### config.mk
export PLATFORM = sky130hd
export DESIGN_NAME = ccd_adc_emulator
export DESIGN_NICKNAME = d
export VERILOG_FILES = /design/src/rtl/ccd_adc_emulator.sv
export SDC_FILE = /design/constraint.sdc
export NUM_CORES = 1
export LEC_CHECK = 0
export ABC_CLOCK_PERIOD_IN_PS = 3400
export BUFFER_PORTS_ARGS = -buffer_cell sky130_fd_sc_hd__buf_2
export CORE_MARGIN = 2
export CORE_UTILIZATION = 45
export CTS_BUF_LIST = sky130_fd_sc_hd__clkbuf_8
export CTS_CLUSTER_SIZE = 8
export DETAILED_ROUTE_END_ITERATION = 8
export PLACE_DENSITY = 0.67
export SETUP_SLACK_MARGIN = 0.5
export SYNTH_ARGS = -nofsm -noshare
export SYNTH_HDL_FRONTEND = slang
export SYNTH_SLANG_ARGS = --single-unit
### constraint.sdc
create_clock -name clk_80M -period 3.4 [get_ports clk_80M]
set_clock_uncertainty 0.05 [all_clocks]
set_input_delay 0.68 -clock clk_80M [delete_from_list [all_inputs] [get_ports clk_80M]]
set_output_delay 0.68 -clock clk_80M [all_outputs]
set_load 0.005 [all_outputs]
### src/rtl/ccd_adc_emulator.sv
// CCD sensor + serial ADC emulator.
// Follows the scanner's CCD clocks to keep a pixel index and a line count,
// and answers each ADC read with a 16-bit test-pattern word, MSB first.
`timescale 1ns/1ps
module ccd_adc_emulator #(
    parameter int unsigned DARK_PIXELS = 32,
    parameter logic [15:0] DARK_LEVEL  = 16'h0100,
    parameter logic [15:0] LIGHT_LEVEL = 16'hC000
) (
    input  logic        clk_80M,
    input  logic        rst_n,
    input  logic        en,
    input  logic [1:0]  pattern,
    input  logic [15:0] const_val,
    input  logic        ccd_p1,
    input  logic        ccd_sh,
    input  logic        adc_cs,
    input  logic        adc_sclk,
    output logic        adc_sdo,
    output logic [11:0] pix_idx,
    output logic [15:0] line_cnt,
    output logic [15:0] word_cnt
);

    localparam logic [1:0] ST_IDLE  = 2'd0;
    localparam logic [1:0] ST_SHIFT = 2'd1;
    localparam logic [1:0] ST_DONE  = 2'd2;

    localparam logic [1:0] PAT_RAMP    = 2'b00;
    localparam logic [1:0] PAT_CONST   = 2'b01;
    localparam logic [1:0] PAT_DARK    = 2'b10;
    localparam logic [1:0] PAT_CHECKER = 2'b11;

    // Test-pattern word for the current pixel/line position.
    function automatic logic [15:0] pattern_word(
        input logic [1:0]  pat,
        input logic [15:0] cval,
        input logic [11:0] pix,
        input logic [15:0] line
    );
        logic [31:0] pix_ext;
        logic [15:0] w;
        pix_ext = {20'd0, pix};
        case (pat)
            PAT_RAMP:    w = {pix, line[3:0]};
            PAT_CONST:   w = cval;
            PAT_DARK:    w = (pix_ext < DARK_PIXELS) ? DARK_LEVEL : LIGHT_LEVEL;
            PAT_CHECKER: w = (pix[0] ^ line[0]) ? 16'hFFFF : 16'h0000;
            default:     w = 16'h0000;
        endcase
        return w;
    endfunction

    // Previous-cycle copies of the control inputs (already in clk_80M domain).
    logic p1_q, sh_q, cs_q, sclk_q;

    logic [11:0] pix_q,   pix_d;
    logic [15:0] line_q,  line_d;
    logic [15:0] wcnt_q,  wcnt_d;
    logic [1:0]  state_q, state_d;
    logic [15:0] shreg_q, shreg_d;
    logic [3:0]  bit_q,   bit_d;
    logic        sdo_q,   sdo_d;

    logic p1_rise_s, sh_rise_s, cs_fall_s, cs_rise_s, sclk_fall_s;

    // Edge detection against last cycle's value; sclk only counts while cs is low.
    always_comb begin
        p1_rise_s   = ccd_p1 & ~p1_q;
        sh_rise_s   = ccd_sh & ~sh_q;
        cs_fall_s   = cs_q & ~adc_cs;
        cs_rise_s   = ~cs_q & adc_cs;
        sclk_fall_s = sclk_q & ~adc_sclk & ~adc_cs;
    end

    // Edge-detect history; cs and p1 idle high so reset must not fake an edge.
    always_ff @(posedge clk_80M or negedge rst_n) begin
        if (!rst_n) begin
            p1_q   <= 1'b1;
            sh_q   <= 1'b0;
            cs_q   <= 1'b1;
            sclk_q <= 1'b0;
        end else begin
            p1_q   <= ccd_p1;
            sh_q   <= ccd_sh;
            cs_q   <= adc_cs;
            sclk_q <= adc_sclk;
        end
    end

    // Pixel/line tracking: shift gate restarts the line and beats a coincident p1.
    always_comb begin
        pix_d  = pix_q;
        line_d = line_q;
        if (!en) begin
            pix_d  = 12'd0;
            line_d = 16'd0;
        end else if (sh_rise_s) begin
            pix_d  = 12'd0;
            line_d = line_q + 16'd1;
        end else if (p1_rise_s) begin
            if (pix_q != 12'hFFF) begin
                pix_d = pix_q + 12'd1;
            end else begin
                pix_d = pix_q;
            end
        end else begin
            pix_d  = pix_q;
            line_d = line_q;
        end
    end

    // Serializer: word latched at cs fall, one bit per sclk fall, cs rise aborts.
    always_comb begin
        state_d = state_q;
        shreg_d = shreg_q;
        bit_d   = bit_q;
        sdo_d   = sdo_q;
        wcnt_d  = wcnt_q;
        if (!en) begin
            state_d = ST_IDLE;
            shreg_d = 16'd0;
            bit_d   = 4'd0;
            sdo_d   = 1'b0;
            wcnt_d  = 16'd0;
        end else begin
            case (state_q)
                ST_IDLE: begin
                    if (cs_fall_s) begin
                        shreg_d = pattern_word(pattern, const_val, pix_q, line_q);
                        sdo_d   = shreg_d[15];
                        bit_d   = 4'd15;
                        state_d = ST_SHIFT;
                    end else begin
                        sdo_d   = 1'b0;
                    end
                end
                ST_SHIFT: begin
                    if (cs_rise_s) begin
                        sdo_d   = 1'b0;
                        state_d = ST_IDLE;
                    end else if (sclk_fall_s) begin
                        if (bit_q != 4'd0) begin
                            shreg_d = {shreg_q[14:0], 1'b0};
                            sdo_d   = shreg_q[14];
                            bit_d   = bit_q - 4'd1;
                        end else begin
                            wcnt_d  = wcnt_q + 16'd1;
                            sdo_d   = 1'b0;
                            state_d = ST_DONE;
                        end
                    end else begin
                        state_d = ST_SHIFT;
                    end
                end
                ST_DONE: begin
                    sdo_d = 1'b0;
                    if (cs_rise_s) begin
                        state_d = ST_IDLE;
                    end else begin
                        state_d = ST_DONE;
                    end
                end
                default: begin
                    sdo_d   = 1'b0;
                    state_d = ST_IDLE;
                end
            endcase
        end
    end

    // State, counters and serial output register.
    always_ff @(posedge clk_80M or negedge rst_n) begin
        if (!rst_n) begin
            pix_q   <= 12'd0;
            line_q  <= 16'd0;
            wcnt_q  <= 16'd0;
            state_q <= ST_IDLE;
            shreg_q <= 16'd0;
            bit_q   <= 4'd0;
            sdo_q   <= 1'b0;
        end else begin
            pix_q   <= pix_d;
            line_q  <= line_d;
            wcnt_q  <= wcnt_d;
            state_q <= state_d;
            shreg_q <= shreg_d;
            bit_q   <= bit_d;
            sdo_q   <= sdo_d;
        end
    end

    assign adc_sdo  = sdo_q;
    assign pix_idx  = pix_q;
    assign line_cnt = line_q;
    assign word_cnt = wcnt_q;

endmodule

Word-level counts from Yosys, hierarchy flattened

Index checks and enable logic that the tools add are counted.

$lt $le $gt $ge: 1
Add/subtract/negate cells: 4
Mux-type cells: 39
Bitwise operators: 12
Reduce and logical (&&, ||, !) cells: 7
Equal/unequal tests: 20

Operators by type and width:

| operator                                            | count |
|---|---|
| 2-to-1 mux 16 bit                                   | 9 |
| 2-to-1 mux 15 bit                                   | 5 |
| one-hot mux 16 bit (4 select lines)                 | 1 |
| 2-to-1 mux 12 bit                                   | 4 |
| adder 16 x 1 -> 16 bit, second input constant       | 2 |
| one-hot mux 15 bit (2 select lines)                 | 1 |
| 2-to-1 mux 4 bit                                    | 5 |
| adder 12 x 1 -> 12 bit, second input constant       | 1 |
| < comparator 12 x 6 -> 1 bit, second input constant | 1 |
| 2-to-1 mux 2 bit                                    | 6 |
| != test 12 bit, second input constant               | 1 |
| != test 3 bit, second input constant                | 4 |
| != test 3 x 1 -> 1 bit, second input constant       | 3 |
| one-hot mux 4 bit (2 select lines)                  | 1 |
| bitwise AND 1 bit                                   | 6 |
| equality test 2 bit, second input constant          | 3 |
| != test 2 x 1 -> 1 bit, second input constant       | 3 |
| one-hot mux 2 bit (3 select lines)                  | 1 |
| 2-to-1 mux 1 bit                                    | 5 |
| != test 5 bit, second input constant                | 1 |
| inverter 1 bit                                      | 5 |
| AND reduction 5 bit                                 | 1 |
| equality test 2 x 1 -> 1 bit, second input constant | 2 |
| logical NOT 2 bit                                   | 2 |
| other kinds (8)                                     | 10 |

Bits in registers: 70
Logic and storage cells: 94
Output and inout bits: 45
Input port bits: 25

Longest topological paths before layout

Gate-level depths: netlist of run 1.

Word-level depth: 7
Gate-level depth with buffers: 8
Gate-level depth less buffers: 6

Worst setup path after synthesis of run 1

OpenSTA, ideal clock, no wires.

Path kind: input to register
From: in adc_sclk
To: reg wcnt_q[12], in the netlist word_cnt[12]
Buffers on the path: 2
Required time: 3.272 ns
Data arrival time: 2.314 ns
Setup time: 0.078 ns
Stages on the path: 6
Path slack: 0.958 ns
Cell sequence: or3b_1 or4_1 buf_2 buf_6 or4_1 a21oi_1

Cells in the longest elaborated chain, start to end: 5

RTL lines:

| what                                    | line | text |
|---|---|---|
| from (decl)                             | 18   | `input logic adc_sclk,` |
| inverter 1 bit                          | 73   | `sclk_fall_s = sclk_q & ~adc_sclk & ~adc_cs;` |
| bitwise AND 1 bit (2 in a row)          | 73   |  |
| != test 2 x 1 -> 1 bit (no source line) | --   |  |
| AND reduction 4 bit (no source line)    | --   |  |
| to (signal assigned)                    | 185  | `wcnt_q <= wcnt_d;` |
| to (decl)                               | 59   | `logic [15:0] wcnt_q, wcnt_d;` |

No other way between the ends.
A chain may end at the register's enable or synchronous reset.

Worst setup path after layout of run 1

From: reg bit_q[0]
To: reg wcnt_q[13], in the netlist word_cnt[13]

Cells in the longest elaborated chain, start to end: 3

RTL lines:

| what                                 | line | text |
|---|---|---|
| from (decl)                          | 62   | `logic [3:0] bit_q, bit_d;` |
| from (signal assigned)               | 188  | `bit_q <= bit_d;` |
| nonzero test 4 bit                   | 143  | `if (bit_q != 4'd0) begin` |
| != test 2 bit (no source line)       | --   |  |
| AND reduction 4 bit (no source line) | --   |  |

No other way between the ends.

==> metrics, run 1 <==
hold buffers post-CTS=0; post-synthesis compound-gate area fraction=17.46%; Worst Reg-to-Reg Cells=6; ys flop type=dfrtp_1; Post-Synth XOR/XNOR Area=3.890%; commonest non-fill, non-tap cell in the layout=buf_2; CTS buffer count=9; min Tclk post-route=2732 ps; Crit. Startpoint=bit_q[0]; RSZ-0062 raised after global routing=false; Final Non-Filler Cells=571; ANT cells=0; Hold Slack=393.7 ps; clock tree buffer depth=2; FFs w/ async S/R, synth=100.0%; combinational share of power=11.3%; CP endpoint kind=flip-flop; pin count of the biggest net entering global routing=71; Remaining Overflow, GRT=0; routability cong.=0.8060; sequential area share after synthesis=45.83%; # rows=33; hold_sp=ccd_p1; syn_area_per_cell=9.521 sq um; HP Class=in -> reg; HPWL reported at the end of detailed placement=6566 um; worst setup margin=668.1 ps; Slew @ Worst Pin=893.8 ps; Synthesis Warnings=0; post-route ant nets=0; cell area power density=393.0 mW/mm^2; Leakage=1.966 nW; hold depth=1; worst hold endpoint=p1_q; Max FO, Critical Path=16; Setup-failing EPs final=0; number of H-tree levels=3; Switching Fraction=26.64%; vias in the first global route=3212; main combinational cell family by area after synthesis=simple AND/OR/NAND/NOR gates; Max Fclk=0.3660 GHz; first-pass GRT wire length=15620 um; Netlist cell types=51; initial antenna violation count=0; WL/cell=16.60 um; register bit total from synthesis=70; most frequent cells in the layout=buf_2 (69), dfrtp_1 (68), nand2_1 (26); Arr. time, crit path=2960 ps; clock slew at reported path FFs=80 ps; gr usage total=21.85%; share of layout cells above drive strength 1=20.39%; Critical R2R Capture=word_cnt[13]; chip width=96.23 um; Initial Utilization=46.58%; DRC Markers=0; part of the power in registers=50.3%; Clock Latency Late Sink=350 ps; CP startpoint kind=flip-flop; Rel. slew slack=40.41%; fin crit share=80.35%; placed cells=555; Critical Path RT=3620 ps; final WL=9478 um; fin area=0.004427 sq mm; post-CTS sizing=0; die area=0.009259 sq mm; Clk pwr share=38.3%; Max VDD drop=190.8 uV; reg2reg setup slack=670 ps; total number of vias=3438; post-synthesis mux area share=3.956%; core area=0.008217 sq mm; Root Driver=clkbuf_8; Area growth syn-to-layout=15.66%; CTS tree=done; outcome=finished clean; DP Area=0.004234 sq mm; number of synthesized flops with an enable pin=0; MaxCap Viol Count=0; crit path kind=reg -> reg; Max Slew Vio Count=0; Fin. Hold Viols=0; Simple-Gate Fraction of Synth Area=23.90%; IO Pins=70; number of port buffers=69; worst slack at placement=627.1 ps; setup TNS=0 ps; Post-CTS Setup Inserts=0; Mapped Cells=402; Nets=490; Cell Int Power=1.276 mW; syn nets=431; 1st-iter DRT viols=138; post-synthesis adder-cell area fraction=1.308%; clock sink count=70; drt first pass iters=4; Worst R2R Start=bit_q[0]; P_sw=0.4634 mW; die height=96.23 um; Post-Syn Area=0.003827 sq mm; via-per-instance ratio=6.021
-- through the flow --
step | power, mW | utilization, %
4_1_cts | 1.758 | 53.88
3_5_place_dp | 1.089 | 51.53
3_3_place_gp | 1.086 | 51.53
5_1_grt | 1.820 | 53.88
6_report | 1.740 | 53.88
2_1_floorplan | 1.015 | -
-- critical path, stage by stage, from the launching register on --
cell and delay (ps):
dfrtp_1 400, inv_1 70, ha_1 230, or3b_1 410, or4_1 790, or4_1 560, a21oi_1 160
-- synth_stat cells, types with 3 or more instances --
cell	number	area share, %
dfrtp_1	68	44
nand2_1	26	2.5
a21oi_1	25	3.3
nor3_1	25	3.3
clkbuf_1	23	2.3
nor2_1	22	2.2
nand3_1	16	2.1
nand4_1	15	2.5
mux2i_1	14	3.7
a211oi_1	13	2.5
or4_1	13	2.5
o21ai_0	12	1.6
o2bb2ai_1	12	2.7
o31ai_1	12	2.4
or3_1	10	1.6
xor2_1	10	2.3
inv_1	9	0.88
nor2b_1	7	1.1
o211ai_1	7	1.4
xnor2_1	7	1.6
and4_1	5	1.1
ha_1	4	1.3
nand2b_1	4	0.65
and2_1	3	0.49
and4b_1	3	0.78
nor3b_1	3	0.59
-- power by group through the flow --
stage / clock network, mW / registers [mW] / logic (mW)
3_5_place_dp: 0 / 0.891 / 0.197
5_1_grt: 0.718 / 0.879 / 0.223
4_1_cts: 0.685 / 0.875 / 0.199
3_3_place_gp: 0 / 0.891 / 0.195
6_report: 0.667 / 0.876 / 0.197
2_1_floorplan: 0 / 0.882 / 0.133
-- metal layers --
layer	vias up	global-route usage (%)	part of all wire, %
met5	-	0	0
li1	1637	-	-
met1	1695	29.74	47
met2	93	35.01	46
met3	13	4.855	5.5
met4	0	6.190	1.2
-- sequential cells by signal, summed over array words and instances (netlist names), 2 cells and up --
signal	cells
bit_q	4
line_cnt	16
pix_idx	12
shreg_q	15
state_q	2
word_cnt	16
-- area by class of cell --
class | count | area (sq um)
Fill cell | 804 | 3790
Tap cell | 105 | 131.4
Clock inverter | 6 | 55.05
Multi-Input combinational cell | 297 | 1936
Timing Repair Buffer | 73 | 375.4
Inverter | 10 | 37.54
Clock buffer | 10 | 137.6
Sequential cell | 70 | 1754
-- worst max path at each step --
stage | end | cells past startpoint
2_1_floorplan | word_cnt[12] | 6
3_3_place_gp | word_cnt[11] | 5
3_5_place_dp | word_cnt[13] | 5
4_1_cts | word_cnt[13] | 6
5_1_grt | word_cnt[11] | 6
6_report | word_cnt[13] | 6
-- logic make-up after synthesis --
kind of cell	after synthesis
compound gates	97
fa+ha+maj	4
flops	70
simple gates	164
mux	15
xor+xnor	17
buf+inv	35
(Power assumes the default switching activity.)
==> run 2: changes to the inputs <==
ABC_CLOCK_PERIOD_IN_PS = 2500   (was 3400)
PLACE_DENSITY = 0.69   (was 0.67)
clock period = 2.5 ns   (was 3.4 ns; I/O delays follow)
==> run 2 against run 1 <==
Net effect: sequential power grew 36%; worst setup slack lost 550 ps; first-iteration DRC count increased by 45%; sequential share of layout area down 1.8 points; wire length grew 1.5%; clock power is 39% higher; cell area rose by 5.1%; total power increased by 40%; combinational power up 59%; largest cell class unchanged; highest routed layer unchanged.
==> metrics, run 2 (synthesis results as in run 1) <==
final WL=9622 um; Cell Int Power=1.755 mW; Max VDD drop=417.7 uV; combinational share of power=12.9%; chip width=96.23 um; Arr. time, crit path=2610 ps; Switching Fraction=27.79%; Slew @ Worst Pin=643.2 ps; Root Driver=clkbuf_8; post-route ant nets=0; post-route total power=2.430 mW; CP max stage delay=480 ps; Clock Latency Late Sink=350 ps; most frequent cells in the layout=buf_2 (69), dfrtp_1 (64), nand2_1 (26); Fin. Hold Viols=0; HPWL reported at the end of detailed placement=6458 um; first-pass GRT wire length=15730 um; core area=0.008217 sq mm; Setup-failing EPs final=0; vias in the first global route=3214; drt first pass iters=4; WL/cell=16.36 um; via-per-instance ratio=5.930; initial antenna violation count=0; clock slew at reported path FFs=90 ps; Max Fclk=0.4206 GHz; setup TNS=0 ps; Max Slew Vio Count=0; most frequent CP cell=or4_4; Leakage=2.053 nW; clock sink count=70; Max FO, Critical Path=13; P_sw=0.6754 mW; number of port buffers=69; Clk pwr share=38.0%; gr usage total=22.03%; clock tree buffer depth=2; min Tclk post-route=2378 ps; pin count of the biggest net entering global routing=71; 1st-iter DRT viols=200; Critical Path RT=2740 ps; Initial Utilization=46.58%; HP Class=in -> async; outcome=finished clean; CTS buffer count=9; crit-path cells=inv_1, ha_2, or3b_4, or4_4, buf_8, or4_4, a21oi_2; CP startpoint kind=flip-flop; IO Pins=70; Remaining Overflow, GRT=0; ANT cells=0; RSZ-0062 raised after global routing=true; die height=96.23 um; crit path kind=reg -> reg; commonest non-fill, non-tap cell in the layout=buf_2; part of the power in registers=49.1%; share of layout cells above drive strength 1=27.54%; # rows=33; routability cong.=0.7820; Nets=507; cell area power density=522.5 mW/mm^2; Area growth syn-to-layout=21.54%; number of H-tree levels=3; fin crit share=95.11%; die area=0.009259 sq mm; Rel. slew slack=56.79%; CTS tree=done; MaxCap Viol Count=0; total number of vias=3487; hold buffers post-CTS=0; CP endpoint kind=flip-flop; DRC Markers=0; Crit-path slowest cell=or4_4
## run 2: cell count changes in the layout (fill, tap and decap cells not counted), moves of 2 or more
cell,previous run,this run
buf_4,4,18
a21oi_1,25,21
a21oi_2,0,4
dfrtp_1,68,64
dfrtp_2,0,4
or4_1,13,9
or4_4,0,4
buf_8,0,2
inv_1,11,9
inv_6,0,2
nor3b_1,3,1
nor3b_2,0,2
## run 2: final cells by class
cell class | count | area, sq um
clock buffer | 9 | 123.9
clock inverter | 7 | 72.57
fill | 750 | 3565
inverter | 10 | 37.54
multi-input combinational | 297 | 1997
sequential | 70 | 1759
tap | 105 | 131.4
timing repair buffer | 90 | 530.5
## run 2: through the flow
stage	cells	cell area, sq um	worst slack (ps)	util [%]	hold WS [ps]
floorplan	402	3831	230.1	-	154.4
global placement	562	4302	76.16	52.35	425.0
detailed placement	562	4302	49.18	52.35	424.4
CTS	584	4567	207.6	55.58	115.0
global route	588	4652	79.88	56.62	126.0
finish	588	4652	122.2	56.62	93.22
## run 2: what timing repair did
item,4_1_cts,5_1_grt
gates resized for setup,6,16
setup endpoints to repair,28,29
pin swaps,2,2
setup buffers,6,4
## run 2: metal layers
layer  GRT usage (%)  wire length, um  share of wire [%]  vias up
li1                -                -                  -     1670
met1           30.57             4425                 46     1704
met2           34.38             4492                 47      104
met3           5.717              601                6.2        9
met4           5.476              102                1.1        0
met5               0                0                  0        -
## run 2: worst paths after layout
check	start	to	slack [ps]	cells past startpoint
hold reg to reg	shreg_q[1]	shreg_q[1]	450	1
hold / removal	rst_n	line_cnt[14]	90	2
setup / recovery	bit_q[0]	word_cnt[13]	120	7
min in group clk_80M	ccd_p1	p1_q	210	1
setup reg to reg	bit_q[0]	word_cnt[13]	120	7
max in group asynchronous	rst_n	cs_q	1940	2
## run 2: power groups by stage
stage	combinational, mW	clock (mW)	sequential (mW)
4_1_cts	0.299	0.961	1.19
6_report	0.313	0.924	1.19
3_5_place_dp	0.280	0	1.21
2_1_floorplan	0.182	0	1.20
5_1_grt	0.346	1.02	1.20
3_3_place_gp	0.276	0	1.21
## run 2: critical path, delay by kind of cell (launching register included)
family | cells | cell delay [ps]
AND/OR/NAND/NOR | 3 | 1310
flip-flops | 1 | 400
buffers and inverters | 2 | 240
adder cells (fa/ha/maj) | 1 | 190
AO/OA/AOI/OAI | 1 | 130
==> run 3: changes to the inputs <==
ABC_AREA = 1   (was not set)
MAX_ROUTING_LAYER = met4   (was not set)
==> run 3 against run 2 <==
Net effect: combinational power increased by 56%; highest routed layer unchanged; non-clock buffer count shrank 14; core utilization fell by 3.2 points; critical endpoint unchanged; fmax grew 29%; critical path type unchanged; wire length increased by 14%; largest power group unchanged.
==> metrics, run 3 <==
outcome=finished clean; Arr. time, crit path=2040 ps; HP Class=in -> async; number of port buffers=69; Crit-path slowest cell=dfrtp_1; number of H-tree levels=3; area leader, netlist=dfrtp_1; FFs w/ async S/R, synth=100.0%; Synthesis Warnings=0; via-per-instance ratio=5.293; Root Driver=clkbuf_8; Nets=698; Netlist cell types=37; Setup-failing EPs final=0; DRC Markers=0; placed cells=787; syn_area_per_cell=7.117 sq um; vias in the first global route=3973; post-route ant nets=0; RSZ-0062 raised after global routing=false; Post-CTS Setup Inserts=0; Final Non-Filler Cells=803; Remaining Overflow, GRT=0; die area=0.01029 sq mm; register bit total from synthesis=70; fin area=0.004937 sq mm; gr usage total=22.97%; share of layout cells above drive strength 1=18.25%; post-CTS sizing=1; Max VDD drop=331.5 uV; clock sink count=70; CTS tree=done; 1st-iter DRT viols=304; Area growth syn-to-layout=15.62%; core area=0.009240 sq mm; clock tree buffer depth=2; # rows=35; WL/cell=13.68 um; hold buffers post-CTS=0; Critical Path RT=2700 ps; pin count of the biggest net entering global routing=44; Leakage=2.405 nW; min Tclk post-route=1840 ps; Synth top cells by count=nand2_1 (174), dfrtp_1 (68), nor2_1 (61); clock slew at reported path FFs=80 ps; Post-Syn Area=0.004270 sq mm; ys flop type=dfrtp_1; most frequent cells in the layout=nand2_1 (174), buf_2 (69), dfrtp_1 (68); Max FO, Critical Path=31; Mapped Cells=600; syn nets=629; fin crit share=73.58%; Max Fclk=0.5436 GHz; DP Area=0.004721 sq mm; initial antenna violation count=0; chip width=101.4 um; ANT cells=0; die height=101.4 um; drt first pass iters=5; setup TNS=0 ps; Fin. Hold Viols=0; total number of vias=4250; CP max stage delay=440 ps; crit-path cells=nor2_4, inv_2, nor2_2, nand2_1, nand2_8, inv_1, nand2_1, o21ai_1; first-pass GRT wire length=18350 um; CTS buffer count=9; top-count cell post-synth=nand2_1; Initial Utilization=46.22%; Max Slew Vio Count=0; Synth top area share=39.85%; MaxCap Viol Count=0; Clock Latency Late Sink=350 ps; HPWL reported at the end of detailed placement=8023 um; final WL=10990 um; Seq. cell area=0.001754 sq mm; top post-synthesis cells by area=dfrtp_1 (40%), nand2_1 (15%), nand4_1 (6.3%); CP endpoint kind=flip-flop; routability cong.=0.9019; crit path kind=reg -> reg; Rel. slew slack=49.81%; CP startpoint kind=flip-flop; Slew @ Worst Pin=750.1 ps; sequential area share after synthesis=41.08%; Fill cells=911; cell area power density=551.4 mW/mm^2; most frequent CP cell=nand2_1; commonest non-fill, non-tap cell in the layout=nand2_1; multi-input combinational cell area=0.002178 sq mm; number of synthesized flops with an enable pin=0; IO Pins=70
## run 3: changes by cell type in the layout (fill, tap and decap cells not counted), moves of 11 or more
cell / before / now
o2bb2ai_1: 12 / 0
nand2_1: 26 / 174
buf_4: 18 / 7
o22ai_1: 0 / 12
o21ai_0: 12 / 38
mux2i_1: 14 / 0
o21ai_1: 0 / 14
o31ai_1: 11 / 0
inv_1: 9 / 57
nor3_1: 24 / 9
nand3_1: 16 / 52
nor2_1: 22 / 60
a211oi_1: 13 / 1
nand4_1: 15 / 43
## run 3: logic make-up after synthesis
group                      Yosys count  synth area share, %
AOI/OAI and AO/OA                   81                10.28
xor gates and xnor gates             3               0.6154
adders and majority gates            4                1.172
buffers and inverters               82                8.292
DFF                                 70                41.08
and+or+nand+nor                    360                38.56
## run 3: critical path, delay by kind of cell, from the launching register on
family                 cells  cell delay, ps
AND/OR/NAND/NOR            5             840
flip-flops                 1             440
buffers and inverters      2             340
AO/OA/AOI/OAI              1              60
## run 3: final cells by class
| cell class | instances | area share, % |
|---|---|---|
| Clock inverter | 5 | 0.9883 |
| Timing Repair Buffer | 76 | 8.059 |
| Clock buffer | 11 | 3.066 |
| Tap cell | 129 | 3.269 |
| Sequential cell | 70 | 35.53 |
| Inverter | 64 | 4.967 |
| Multi-Input combinational cell | 448 | 44.12 |
## run 3: power by group
group | switching [mW] | total [mW] | internal (mW)
logic | 0.323 | 0.488 | 0.166
registers | 0.0607 | 1.29 | 1.23
clock network | 0.436 | 0.943 | 0.507
## run 3: stage by stage
stage	hold WS, ps	util, %	total power, mW	setup slack [ps]
after global placement	419.5	51.09	1.784	600.7
final	64.48	53.43	2.723	660.5
after global routing	112.2	53.43	2.870	507.0
after floorplan	154.4	-	1.656	966.2
after CTS	78.82	53.31	2.743	633.9
after detailed placement	426.2	51.09	1.795	499.7
## run 3: final timing paths
check / start / endpoint / slack [ps] / depth (start not counted)
max in group asynchronous: rst_n / p1_q / 1570 / 2
max: state_q[1] / word_cnt[13] / 660 / 8
min reg2reg: adc_sdo / adc_sdo / 440 / 2
min in group clk_80M: ccd_p1 / p1_q / 200 / 1
min: rst_n / word_cnt[8] / 60 / 1
max reg2reg: state_q[1] / word_cnt[13] / 660 / 8
## run 3: per-layer routing
| layer | part of all wire [%] | GRT usage, % | wire, um | up-vias |
|---|---|---|---|---|
| li1 | - | - | - | 2135 |
| met1 | 46 | 30.46 | 5108 | 1993 |
| met2 | 48 | 36.47 | 5286 | 108 |
| met3 | 4.1 | 3.106 | 454 | 14 |
| met4 | 1.3 | 7.692 | 138 | 0 |
| met5 | 0 | - | 0 | - |
